<file path="config.mk">
export PLATFORM = sky130hd
export DESIGN_NAME = multicycle_control
export DESIGN_NICKNAME = d
export VERILOG_FILES = /design/src/rtl/multicycle_control.sv
export SDC_FILE = /design/constraint.sdc
export NUM_CORES = 1
export LEC_CHECK = 0
export ABC_AREA = 1
export CAP_MARGIN = 30
export CORE_MARGIN = 4
export CORE_UTILIZATION = 48
export DETAILED_ROUTE_END_ITERATION = 10
export PLACE_DENSITY_LB_ADDON = 0.3
export SYNTH_ARGS = -nofsm -noshare
export SYNTH_HDL_FRONTEND = slang
export SYNTH_SLANG_ARGS = --single-unit
</file>
<file path="constraint.sdc">
create_clock -name clk -period 4.55 [get_ports clk]
set_input_delay 1.1375 -clock clk [delete_from_list [all_inputs] [get_ports clk]]
set_output_delay 1.1375 -clock clk [all_outputs]
set_load 0.03 [all_outputs]
</file>
<file path="src/rtl/multicycle_control.sv">
// Multicycle CPU control FSM: FETCH/DECODE/EXEC/MEM/WB with combinational control outputs and a retired-instruction counter.
// Latency 2-5 cycles per instruction; memory backpressure (mem_ready=0) holds FETCH or MEM in place.
module multicycle_control (
    input  logic        clk,
    input  logic        reset,
    input  logic [3:0]  opcode,
    input  logic        zero,
    input  logic        neg,
    input  logic        mem_ready,
    output logic [2:0]  alu_op,
    output logic        alu_src_a,
    output logic [1:0]  alu_src_b,
    output logic        pc_write,
    output logic [1:0]  pc_src,
    output logic        ir_write,
    output logic        mem_req,
    output logic        mem_we,
    output logic        iord,
    output logic        reg_write,
    output logic        reg_dst,
    output logic        mem_to_reg,
    output logic        illegal,
    output logic [2:0]  state,
    output logic [15:0] instr_count
);

    typedef enum logic [2:0] {
        FETCH  = 3'd0,
        DECODE = 3'd1,
        EXEC   = 3'd2,
        MEM    = 3'd3,
        WB     = 3'd4
    } state_t;

    localparam logic [3:0] OP_R    = 4'd0;
    localparam logic [3:0] OP_ADDI = 4'd1;
    localparam logic [3:0] OP_ANDI = 4'd2;
    localparam logic [3:0] OP_ORI  = 4'd3;
    localparam logic [3:0] OP_SUBI = 4'd4;
    localparam logic [3:0] OP_LHW  = 4'd5;
    localparam logic [3:0] OP_SHW  = 4'd6;
    localparam logic [3:0] OP_BEQ  = 4'd7;
    localparam logic [3:0] OP_BNE  = 4'd8;
    localparam logic [3:0] OP_BLT  = 4'd9;
    localparam logic [3:0] OP_BGT  = 4'd10;
    localparam logic [3:0] OP_JUMP = 4'd11;
    localparam logic [3:0] OP_RSTI = 4'd12;

    state_t cur;
    logic   is_branch;
    logic   br_taken;
    logic   is_illegal;
    logic   is_pc_load;
    logic   retire;

    assign state = cur;

    always_comb begin
        is_branch = 1'b0;
        br_taken  = 1'b0;
        case (opcode)
            OP_BEQ: begin is_branch = 1'b1; br_taken = zero;          end
            OP_BNE: begin is_branch = 1'b1; br_taken = !zero;         end
            OP_BLT: begin is_branch = 1'b1; br_taken = neg;           end
            OP_BGT: begin is_branch = 1'b1; br_taken = !neg && !zero; end
            default: ;
        endcase
    end

    assign is_illegal = (opcode > OP_RSTI);
    assign is_pc_load = (opcode == OP_JUMP) || (opcode == OP_RSTI);

    always_comb begin
        retire = 1'b0;
        case (cur)
            DECODE:  retire = is_pc_load;
            EXEC:    retire = is_branch;
            MEM:     retire = mem_ready && (opcode == OP_SHW);
            WB:      retire = 1'b1;
            default: retire = 1'b0;
        endcase
    end

    // Every output is gated by reset so an in-flight access is dropped immediately.
    always_comb begin
        alu_op     = 3'b000;
        alu_src_a  = 1'b0;
        alu_src_b  = 2'b00;
        pc_write   = 1'b0;
        pc_src     = 2'b00;
        ir_write   = 1'b0;
        mem_req    = 1'b0;
        mem_we     = 1'b0;
        iord       = 1'b0;
        reg_write  = 1'b0;
        reg_dst    = 1'b0;
        mem_to_reg = 1'b0;
        illegal    = 1'b0;
        if (!reset) begin
            case (cur)
                FETCH: begin
                    mem_req   = 1'b1;
                    alu_op    = 3'b001;
                    alu_src_b = 2'b01;
                    ir_write  = mem_ready;
                    pc_write  = mem_ready;
                end
                DECODE: begin
                    alu_op    = 3'b001;
                    alu_src_b = 2'b10;
                    pc_write  = is_pc_load;
                    pc_src    = (opcode == OP_RSTI) ? 2'b11 : (opcode == OP_JUMP) ? 2'b10 : 2'b00;
                    illegal   = is_illegal;
                end
                EXEC: begin
                    alu_src_a = 1'b1;
                    case (opcode)
                        OP_R:    alu_op = 3'b000;
                        OP_ADDI: begin alu_op = 3'b001; alu_src_b = 2'b10; end
                        OP_ANDI: begin alu_op = 3'b010; alu_src_b = 2'b10; end
                        OP_ORI:  begin alu_op = 3'b011; alu_src_b = 2'b10; end
                        OP_SUBI: begin alu_op = 3'b100; alu_src_b = 2'b10; end
                        OP_LHW, OP_SHW: begin alu_op = 3'b001; alu_src_b = 2'b10; end
                        default: begin
                            if (is_branch) begin
                                alu_op   = 3'b101;
                                pc_write = br_taken;
                                pc_src   = br_taken ? 2'b01 : 2'b00;
                            end
                        end
                    endcase
                end
                MEM: begin
                    mem_req = 1'b1;
                    iord    = 1'b1;
                    mem_we  = (opcode == OP_SHW);
                end
                WB: begin
                    reg_write  = 1'b1;
                    reg_dst    = (opcode == OP_R);
                    mem_to_reg = (opcode == OP_LHW);
                end
                default: ;
            endcase
        end
    end

    always_ff @(posedge clk or posedge reset) begin
        if (reset) begin
            cur         <= FETCH;
            instr_count <= 16'd0;
        end else begin
            if (retire)
                instr_count <= instr_count + 16'd1;
            case (cur)
                FETCH:  if (mem_ready) cur <= DECODE;
                DECODE: cur <= (is_pc_load || is_illegal) ? FETCH : EXEC;
                EXEC: begin
                    if (opcode <= OP_SUBI)
                        cur <= WB;
                    else if (opcode == OP_LHW || opcode == OP_SHW)
                        cur <= MEM;
                    else
                        cur <= FETCH;
                end
                MEM:    if (mem_ready) cur <= (opcode == OP_LHW) ? WB : FETCH;
                WB:     cur <= FETCH;
                default: cur <= FETCH;
            endcase
        end
    end

endmodule

</file>
==> results of run 1 <==
==> worst max-delay path, delay by kind of cell <==
| family | cells | cell delay (ns) |
|---|---|---|
| buffers and inverters | 3 | 1.42 |
| AOI/OAI and AO/OA | 2 | 0.25 |
| and+or+nand+nor | 3 | 0.35 |
==> registers in the layout (all words and copies together) (netlist names) <==
name         flops
state            3
instr_count     16
==> kinds of logic after synthesis <==
group | synth area share
and+or+nand+nor | 0.510
buffers and inverters | 0.0936
DFF | 0.302
AOI/OAI and AO/OA | 0.0484
xor gates and xnor gates | 0.0389
adders and majority gates | 0.00794
==> synthesized netlist by cell type <==
library cell and count:
a31oi_1 1, nand3_4 1, o21ai_0 6, nor3_1 3, nand2_4 1, dfrtp_1 19
a21oi_1 7, nor3_4 1, buf_6 1, o21ai_1 1, xor2_1 5, nor4_1 3
nor2_4 2, nand4_1 23, inv_1 23, and2_1 1, nand3_1 13, nand2_2 1
buf_2 4, ha_1 1, or2_2 2, nor2_1 29, nor3_2 1, nand2_1 88
buf_4 2, xnor2_1 2, and3_1 1, inv_2 3, clkbuf_1 1, nor2_2 2
==> placed cells by master (no fill, tap or decap), drive strengths merged <==
master / n
clkdlybuf4s50: 41
or2: 2
nor4: 3
and3: 1
nor3: 5
ha: 1
a21oi: 7
and2: 1
xor2: 5
nand2: 90
a31oi: 1
inv: 26
clkbuf: 3
o21ai: 7
nor2: 33
dfrtp: 19
nand3: 14
buf: 7
xnor2: 2
clkinv: 1
nand4: 23
==> routing by layer <==
| layer | share of wire | global-route usage | up-vias |
|---|---|---|---|
| met5 | 0 | 0 | - |
| met4 | 0.031 | 0.0881 | 0 |
| met3 | 0.056 | 0.0274 | 12 |
| met2 | 0.47 | 0.340 | 69 |
| met1 | 0.45 | 0.257 | 805 |
| li1 | - | - | 897 |
==> per-stage QoR <==
| step | cells | utilization | instance area, µm² |
|---|---|---|---|
| floorplan | 248 | - | 1580 |
| global placement | 332 | 0.659 | 2040 |
| detailed placement | 332 | 0.659 | 2040 |
| CTS | 336 | 0.668 | 2070 |
| global route | 336 | 0.668 | 2070 |
| finish | 336 | 0.668 | 2070 |
==> final timing paths <==
path                                             startpoint                     endpoint  slack [ns]  cells past startpoint
worst max register to register         state[2]$_DFFE_PP0P_   instr_count[9]$_DFFE_PP0P_        2.90                      7
max in group asynchronous                             reset  instr_count[14]$_DFFE_PP0P_        2.96                      4
worst min-delay path            instr_count[14]$_DFFE_PP0P_  instr_count[14]$_DFFE_PP0P_        0.61                      2
min in group asynchronous                             reset  instr_count[11]$_DFFE_PP0P_        1.38                      4
worst min register to register  instr_count[14]$_DFFE_PP0P_  instr_count[14]$_DFFE_PP0P_        0.61                      2
worst max-delay path                              opcode[2]                     pc_write        0.26                      8
==> area by class of cell <==
cell class	count	area, µm²	share of cell area
repair buffers	48	463	0.223
inverters	26	97.6	0.0471
clock buffers	3	22.5	0.0109
clock inverters	1	5.00	0.00242
well taps	44	55.1	0.0266
multi-input cells	195	953	0.460
flip-flops and latches	19	475	0.229
==> power breakdown <==
group	leakage [nW]	total [mW]	switching (mW)	internal (mW)
clock	0.0177	0.0867	0.0539	0.0328
combinational	0.685	0.377	0.239	0.138
sequential	0.259	0.235	0.0439	0.191
==> flow_metrics.env, run 1 <==
export IMPL_initial_core_util=0.508
export IMPL_avgSynthCellArea_um2=6.36
export IMPL_hold_path_class="flop to flop"
export IMPL_grt_use_total=0.202
export IMPL_nets=303
export IMPL_grt_max_degree=21
export IMPL_syn_area_mm2=0.00158
export IMPL_worstSkewPairLatency_ns=0.30
export IMPL_wirelength_mm=4.10
export IMPL_htreeDepth=1
export IMPL_slowest_delay_ns=0.69
export IMPL_yosysTopAreaCell="dfrtp_1"
export IMPL_setup_slack_ns=0.258
export IMPL_drive_gt1_frac=0.0856
export IMPL_root_buffer="clkbuf_4"
export IMPL_via_count=1783
export IMPL_avgViaCountPerCell=5.31
export IMPL_hold_ws_ns=0.614
export IMPL_crit_path_start_kind="primary input"
export IMPL_ys_top_cells_by_area="dfrtp_1, nand2_1, nand4_1"
export IMPL_required_ns=3.41
export IMPL_setup_tns_ns=0
export IMPL_cts_buffers=3
export IMPL_synth_seq_area_share=0.302
export IMPL_fmax_mhz=233
export IMPL_grt_first_pass_wirelength_mm=6.99
export IMPL_dieWidth_um=65.3
export IMPL_cts_sinks=19
export IMPL_clock_skew_ns=0.00389
export IMPL_hold_buffers=0
export IMPL_clk_pin_slew_ns=0.11
export IMPL_clk_path_buf_depth=2
export IMPL_n_antenna_cell=0
export IMPL_drtAntennaViolNets=0
export IMPL_power_leakage_nw=0.961
export IMPL_gp_congestion=0.932
export IMPL_outcome="complete, no violations"
export IMPL_relSlewSlack=0.656
export IMPL_drc=0
export IMPL_cts_tree="built"
export IMPL_dieHeight_um=65.3
export IMPL_wire_per_inst_um=12.2
export IMPL_fill_cells=277
export IMPL_fin_total_pwr_mw=0.699
export IMPL_num_rows=20
export IMPL_crit_top_cell="clkdlybuf4s50_1"
export IMPL_area_growth_syn_to_layout_pct=31.4
export IMPL_end_kind="primary output"
export IMPL_dieArea_mm2=0.00427
export IMPL_syn_nets=258
export IMPL_finalMaxSlewViolations=0
export IMPL_synthCells=248
export IMPL_first_pass_iters=4
export IMPL_cpMaxStageDelayCell="clkdlybuf4s50_1"
export IMPL_yosysTopAreaCellShare=0.302
export IMPL_peakVddDrop_uv=273
export IMPL_post_place_ws_ns=0.280
export IMPL_min_period_ns=4.29
export IMPL_ys_types=30
export IMPL_crit_type="primary input to primary output"
export IMPL_cts_setup_buffers=0
export IMPL_antenna_found_initial=0
export IMPL_grt_pass1_vias=1608
export IMPL_drt_iter0_drc=129
export IMPL_port_buffers=44
export IMPL_p_per_area_mw_per_mm2=337
export IMPL_dp_hpwl_mm=3.09
export IMPL_path_cells="clkdlybuf4s50_1 > inv_1 > nor2_2 > nand3_1 > o21ai_0 > nand2_1 > a21oi_1 > clkdlybuf4s50_1"
export IMPL_coreArea_mm2=0.00310
export IMPL_synth_seq_cells=19
export IMPL_ys_warn_count=0
export IMPL_rsz0062_at_grt="false"
export IMPL_tightestPinTransition_ns=0.512
export IMPL_io_pins=45
export IMPL_cp_max_fo=9
export IMPL_finalHoldViolCount=0
export IMPL_cts_resized=0
export IMPL_overflow=0
export IMPL_arrival_ns=3.15
export IMPL_min_period_over_period=0.943
export IMPL_maxCapViolCount=0
export IMPL_finalSetupViolCount=0
Note: power is estimated with default switching activity, not from simulation.
==> run 2, diff against run 1 <==
- CAP_MARGIN: 30 -> 25
- clock period: 4.55 -> 4.6 ns (I/O delays scaled with it)
==> flow_metrics.env, run 2 (synthesis results as in run 1) <==
export IMPL_setup_tns_ns=0
export IMPL_grt_pass1_vias=1710
export IMPL_wire_per_inst_um=13.0
export IMPL_grt_first_pass_wirelength_mm=7.38
export IMPL_drive_gt1_frac=0.0853
export IMPL_htreeDepth=1
export IMPL_top_layer_used="met4"
export IMPL_hold_buffers=0
export IMPL_layout_commonest_cell="nand2_1"
export IMPL_wirelength_mm=4.40
export IMPL_fmax_mhz=230
export IMPL_dp_hpwl_mm=3.28
export IMPL_cts_sinks=19
export IMPL_cts_resized=0
export IMPL_antenna_found_initial=0
export IMPL_dieWidth_um=65.3
export IMPL_cts_buffers=3
export IMPL_wl_met1_mm=1.95
export IMPL_cp_max_fo=8
export IMPL_largest_reg_flops=16
export IMPL_num_rows=20
export IMPL_area_growth_syn_to_layout_pct=32.1
export IMPL_drc=0
export IMPL_finalMaxSlewViolations=0
export IMPL_via_count=1831
export IMPL_gp_congestion=0.943
export IMPL_crit_path_start_kind="primary input"
export IMPL_n_antenna_cell=0
export IMPL_initial_core_util=0.508
export IMPL_dieArea_mm2=0.00427
export IMPL_avgViaCountPerCell=5.43
export IMPL_finalSetupViolCount=0
export IMPL_grt_use_total=0.216
export IMPL_tightestPinTransition_ns=0.559
export IMPL_largest_register="instr_count"
export IMPL_crit_type="primary input to primary output"
export IMPL_root_buffer="clkbuf_4"
export IMPL_first_pass_iters=4
export IMPL_wl_met2_mm=2.09
export IMPL_required_ns=3.45
export IMPL_drtAntennaViolNets=0
export IMPL_drt_iter0_drc=214
export IMPL_cts_setup_buffers=0
export IMPL_coreArea_mm2=0.00310
export IMPL_peakVddDrop_uv=254
export IMPL_maxCapViolCount=0
export IMPL_dieHeight_um=65.3
export IMPL_outcome="complete, no violations"
export IMPL_p_per_area_mw_per_mm2=335
export IMPL_fin_total_pwr_mw=0.698
export IMPL_finalHoldViolCount=0
export IMPL_layout_common_cells="nand2_1, clkdlybuf4s50_1, nor2_1, inv_1, nand4_1"
export IMPL_port_buffers=44
export IMPL_io_pins=45
export IMPL_end_kind="primary output"
export IMPL_min_period_over_period=0.947
export IMPL_arrival_ns=3.21
export IMPL_cts_tree="built"
export IMPL_worstSkewPairLatency_ns=0.30
export IMPL_rsz0062_at_grt="false"
export IMPL_clock_skew_ns=0.00169
export IMPL_dr_wl_met3_um=255
export IMPL_clk_path_buf_depth=2
export IMPL_clk_pin_slew_ns=0.11
export IMPL_grt_max_degree=18
export IMPL_overflow=0
export IMPL_fill_cells=289
export IMPL_power_leakage_nw=0.964
export IMPL_hold_path_class="flop to flop"
export IMPL_nets=304
export IMPL_min_period_ns=4.36
export IMPL_relSlewSlack=0.624
==> run 2: area by class of cell <==
cell class,instances,area (µm²),share of cell area
clock inverter,1,5.00,0.00240
sequential,19,475,0.228
clock buffer,3,22.5,0.0108
inverter,26,97.6,0.0469
tap,44,55.1,0.0264
timing repair buffer,49,473,0.227
multi-input combinational,195,953,0.458
==> run 2: through the flow <==
stage	hold slack, ns	cells	utilization	cell area (µm²)	setup WS (ns)
2_1_floorplan	0.705	248	-	1580	0.659
3_3_place_gp	0.582	333	0.662	2050	0.288
3_5_place_dp	0.586	333	0.662	2050	0.267
4_1_cts	0.612	337	0.671	2080	0.266
5_1_grt	0.648	337	0.671	2080	0.134
6_report	0.611	337	0.671	2080	0.244
==> run 2: where the power goes <==
part           switching [mW]  internal, mW  total [mW]
Clock                  0.0535        0.0325      0.0860
Sequential             0.0449         0.189       0.234
Combinational           0.241         0.138       0.378
Total                   0.339         0.359       0.698
==> run 2: critical path, cell delays in order <==
cell and delay (ns):
clkdlybuf4s50_1 0.57, inv_1 0.07, nor2_1 0.18, nand2_1 0.08, nand2_1 0.07, nand2_2 0.11
and2_1 0.17, a21oi_1 0.11, clkdlybuf4s50_1 0.69
==> run 2: worst paths after layout <==
check | start | endpoint | slack (ns) | cells past startpoint
worst max-delay path | opcode[3] | pc_write | 0.24 | 9
worst min-delay path | instr_count[15]$_DFFE_PP0P_ | instr_count[15]$_DFFE_PP0P_ | 0.61 | 2
worst max register to register | state[2]$_DFFE_PP0P_ | instr_count[5]$_DFFE_PP0P_ | 2.91 | 7
worst min register to register | instr_count[15]$_DFFE_PP0P_ | instr_count[15]$_DFFE_PP0P_ | 0.61 | 2
max in group asynchronous | reset | instr_count[12]$_DFFE_PP0P_ | 3.09 | 4
min in group asynchronous | reset | instr_count[15]$_DFFE_PP0P_ | 1.36 | 4
==> run 2: routing by layer <==
layer	up-vias	track usage
li1	904	-
met4	0	0.117
met3	13	0.0359
met5	-	0
met2	74	0.357
met1	840	0.267
==> run 3, diff against run 2 <==
- GPL_TIMING_DRIVEN: unset -> 0
==> flow_metrics.env, run 3 (synthesis results as in run 1) <==
export IMPL_outcome="complete, no violations"
export IMPL_cts_buffers=3
export IMPL_setup_slack_ns=0.154
export IMPL_worstSkewPairLatency_ns=0.30
export IMPL_clk_path_buf_depth=2
export IMPL_drive_gt1_frac=0.0884
export IMPL_clock_skew_ns=0.00277
export IMPL_wire_per_inst_um=12.7
export IMPL_num_rows=20
export IMPL_cpMaxStageDelayCell="clkdlybuf4s50_1"
export IMPL_finalSetupViolCount=0
export IMPL_grt_use_total=0.208
export IMPL_initial_core_util=0.508
export IMPL_overflow=0
export IMPL_layout_common_cells="nand2_1, clkdlybuf4s50_1, nor2_1, nand4_1, inv_1"
export IMPL_cts_setup_buffers=0
export IMPL_drt_iter0_drc=103
export IMPL_dieWidth_um=65.3
export IMPL_final_core_util=0.672
export IMPL_slowest_delay_ns=0.69
export IMPL_dieArea_mm2=0.00427
export IMPL_required_ns=3.45
export IMPL_avgViaCountPerCell=5.24
export IMPL_first_pass_iters=4
export IMPL_dp_hpwl_mm=3.26
export IMPL_grt_pass1_vias=1619
export IMPL_grt_first_pass_wirelength_mm=7.13
export IMPL_hold_ws_ns=0.613
export IMPL_htreeDepth=1
export IMPL_maxCapViolCount=0
export IMPL_via_count=1772
export IMPL_port_buffers=42
export IMPL_tightestPinTransition_ns=0.519
export IMPL_coreArea_mm2=0.00310
export IMPL_arrival_ns=3.30
export IMPL_nets=305
export IMPL_rsz0062_at_grt="false"
export IMPL_crit_type="primary input to primary output"
export IMPL_stdcell_count=338
export IMPL_relSlewSlack=0.651
export IMPL_clk_pin_slew_ns=0.12
export IMPL_layout_commonest_cell="nand2_1"
export IMPL_grt_max_degree=22
export IMPL_io_pins=45
export IMPL_finalHoldViolCount=0
export IMPL_min_period_over_period=0.966
export IMPL_hold_path_class="flop to flop"
export IMPL_placed_cell_area_mm2=0.00205
export IMPL_path_cells="clkdlybuf4s50_1 > nand2_1 > inv_2 > nand2_1 > nand2_1 > nand2_2 > and2_1 > a21oi_1 > clkdlybuf4s50_1"
export IMPL_drtAntennaViolNets=0
export IMPL_cp_max_fo=10
export IMPL_finalMaxSlewViolations=0
export IMPL_drc=0
export IMPL_dieHeight_um=65.3
export IMPL_largest_register="instr_count"
export IMPL_area_growth_syn_to_layout_pct=32.3
export IMPL_root_buffer="clkbuf_4"
export IMPL_min_period_ns=4.45
export IMPL_peakVddDrop_uv=262
export IMPL_p_per_area_mw_per_mm2=339
export IMPL_fmax_mhz=225
export IMPL_power_leakage_nw=0.971
export IMPL_n_antenna_cell=0
export IMPL_largest_reg_flops=16
export IMPL_antenna_found_initial=0
export IMPL_wirelength_mm=4.29
export IMPL_setup_tns_ns=0
export IMPL_cts_sinks=19
export IMPL_cts_tree="built"
export IMPL_dp_cells=334
export IMPL_crit_top_cell="nand2_1"
export IMPL_critPathBufInv=3
export IMPL_critical_path_top_delay_family="buffers and inverters"
export IMPL_fin_total_pwr_mw=0.707
export IMPL_post_place_ws_ns=0.0302
export IMPL_fill_cells=293
export IMPL_crit_path_start_kind="primary input"
export IMPL_stdcell_area_mm2=0.00209
export IMPL_gp_congestion=0.914
export IMPL_end_kind="primary output"
-- run 3: cell count changes in the layout (fill, tap and decap cells not counted) --
cell,before,now
buf_4,7,2
clkbuf_1,0,1
clkinvlp_4,0,1
clkdlybuf4s50_1,42,41
buf_2,0,4
dlymetal6s2s_1,0,1
inv_1,23,22
buf_6,0,1
-- run 3: report_power, final --
part	internal, mW	switching [mW]	leakage [nW]
logic	0.143	0.249	0.695
registers	0.189	0.0376	0.259
clock network	0.0324	0.0558	0.0177
-- run 3: path summary, 6_finish.rpt --
| path | start | end | slack (ns) | cells after the start |
|---|---|---|---|---|
| worst max-delay path | opcode[1] | pc_write | 0.15 | 9 |
| worst min-delay path | instr_count[1]$_DFFE_PP0P_ | instr_count[1]$_DFFE_PP0P_ | 0.61 | 2 |
| worst max register to register | instr_count[0]$_DFFE_PP0P_ | instr_count[8]$_DFFE_PP0P_ | 2.96 | 7 |
| worst min register to register | instr_count[1]$_DFFE_PP0P_ | instr_count[1]$_DFFE_PP0P_ | 0.61 | 2 |
| max in group asynchronous | reset | instr_count[11]$_DFFE_PP0P_ | 3.06 | 2 |
| min in group asynchronous | reset | state[1]$_DFFE_PP0P_ | 1.25 | 2 |
-- run 3: worst min-delay path: cells and delay by family (launching register included) --
| family | cells | cell delay (ns) |
|---|---|---|
| AND/OR/NAND/NOR | 2 | 0.15 |
| flip-flops | 1 | 0.44 |
-- run 3: repair_timing --
action	CTS	global route
hold buffers	0	0
resized for setup	0	2
setup endpoints to repair	0	4
-- run 3: area by class of cell --
| class | instances | area [µm²] | area share |
|---|---|---|---|
| Clock inverter | 1 | 5.00 | 0.00240 |
| Timing Repair Buffer | 42 | 423 | 0.203 |
| Clock buffer | 3 | 22.5 | 0.0108 |
| Multi-Input combinational cell | 195 | 953 | 0.457 |
| Tap cell | 44 | 55.1 | 0.0264 |
| Sequential cell | 19 | 475 | 0.228 |
| Inverter | 26 | 101 | 0.0486 |
| Buffer | 8 | 50.0 | 0.0240 |
-- run 3: per-layer routing --
layer | GRT usage | wire length [µm]
met5 | 0 | 0
met2 | 0.346 | 1990
met3 | 0.0393 | 206
met4 | 0.0570 | 44
met1 | 0.274 | 2050
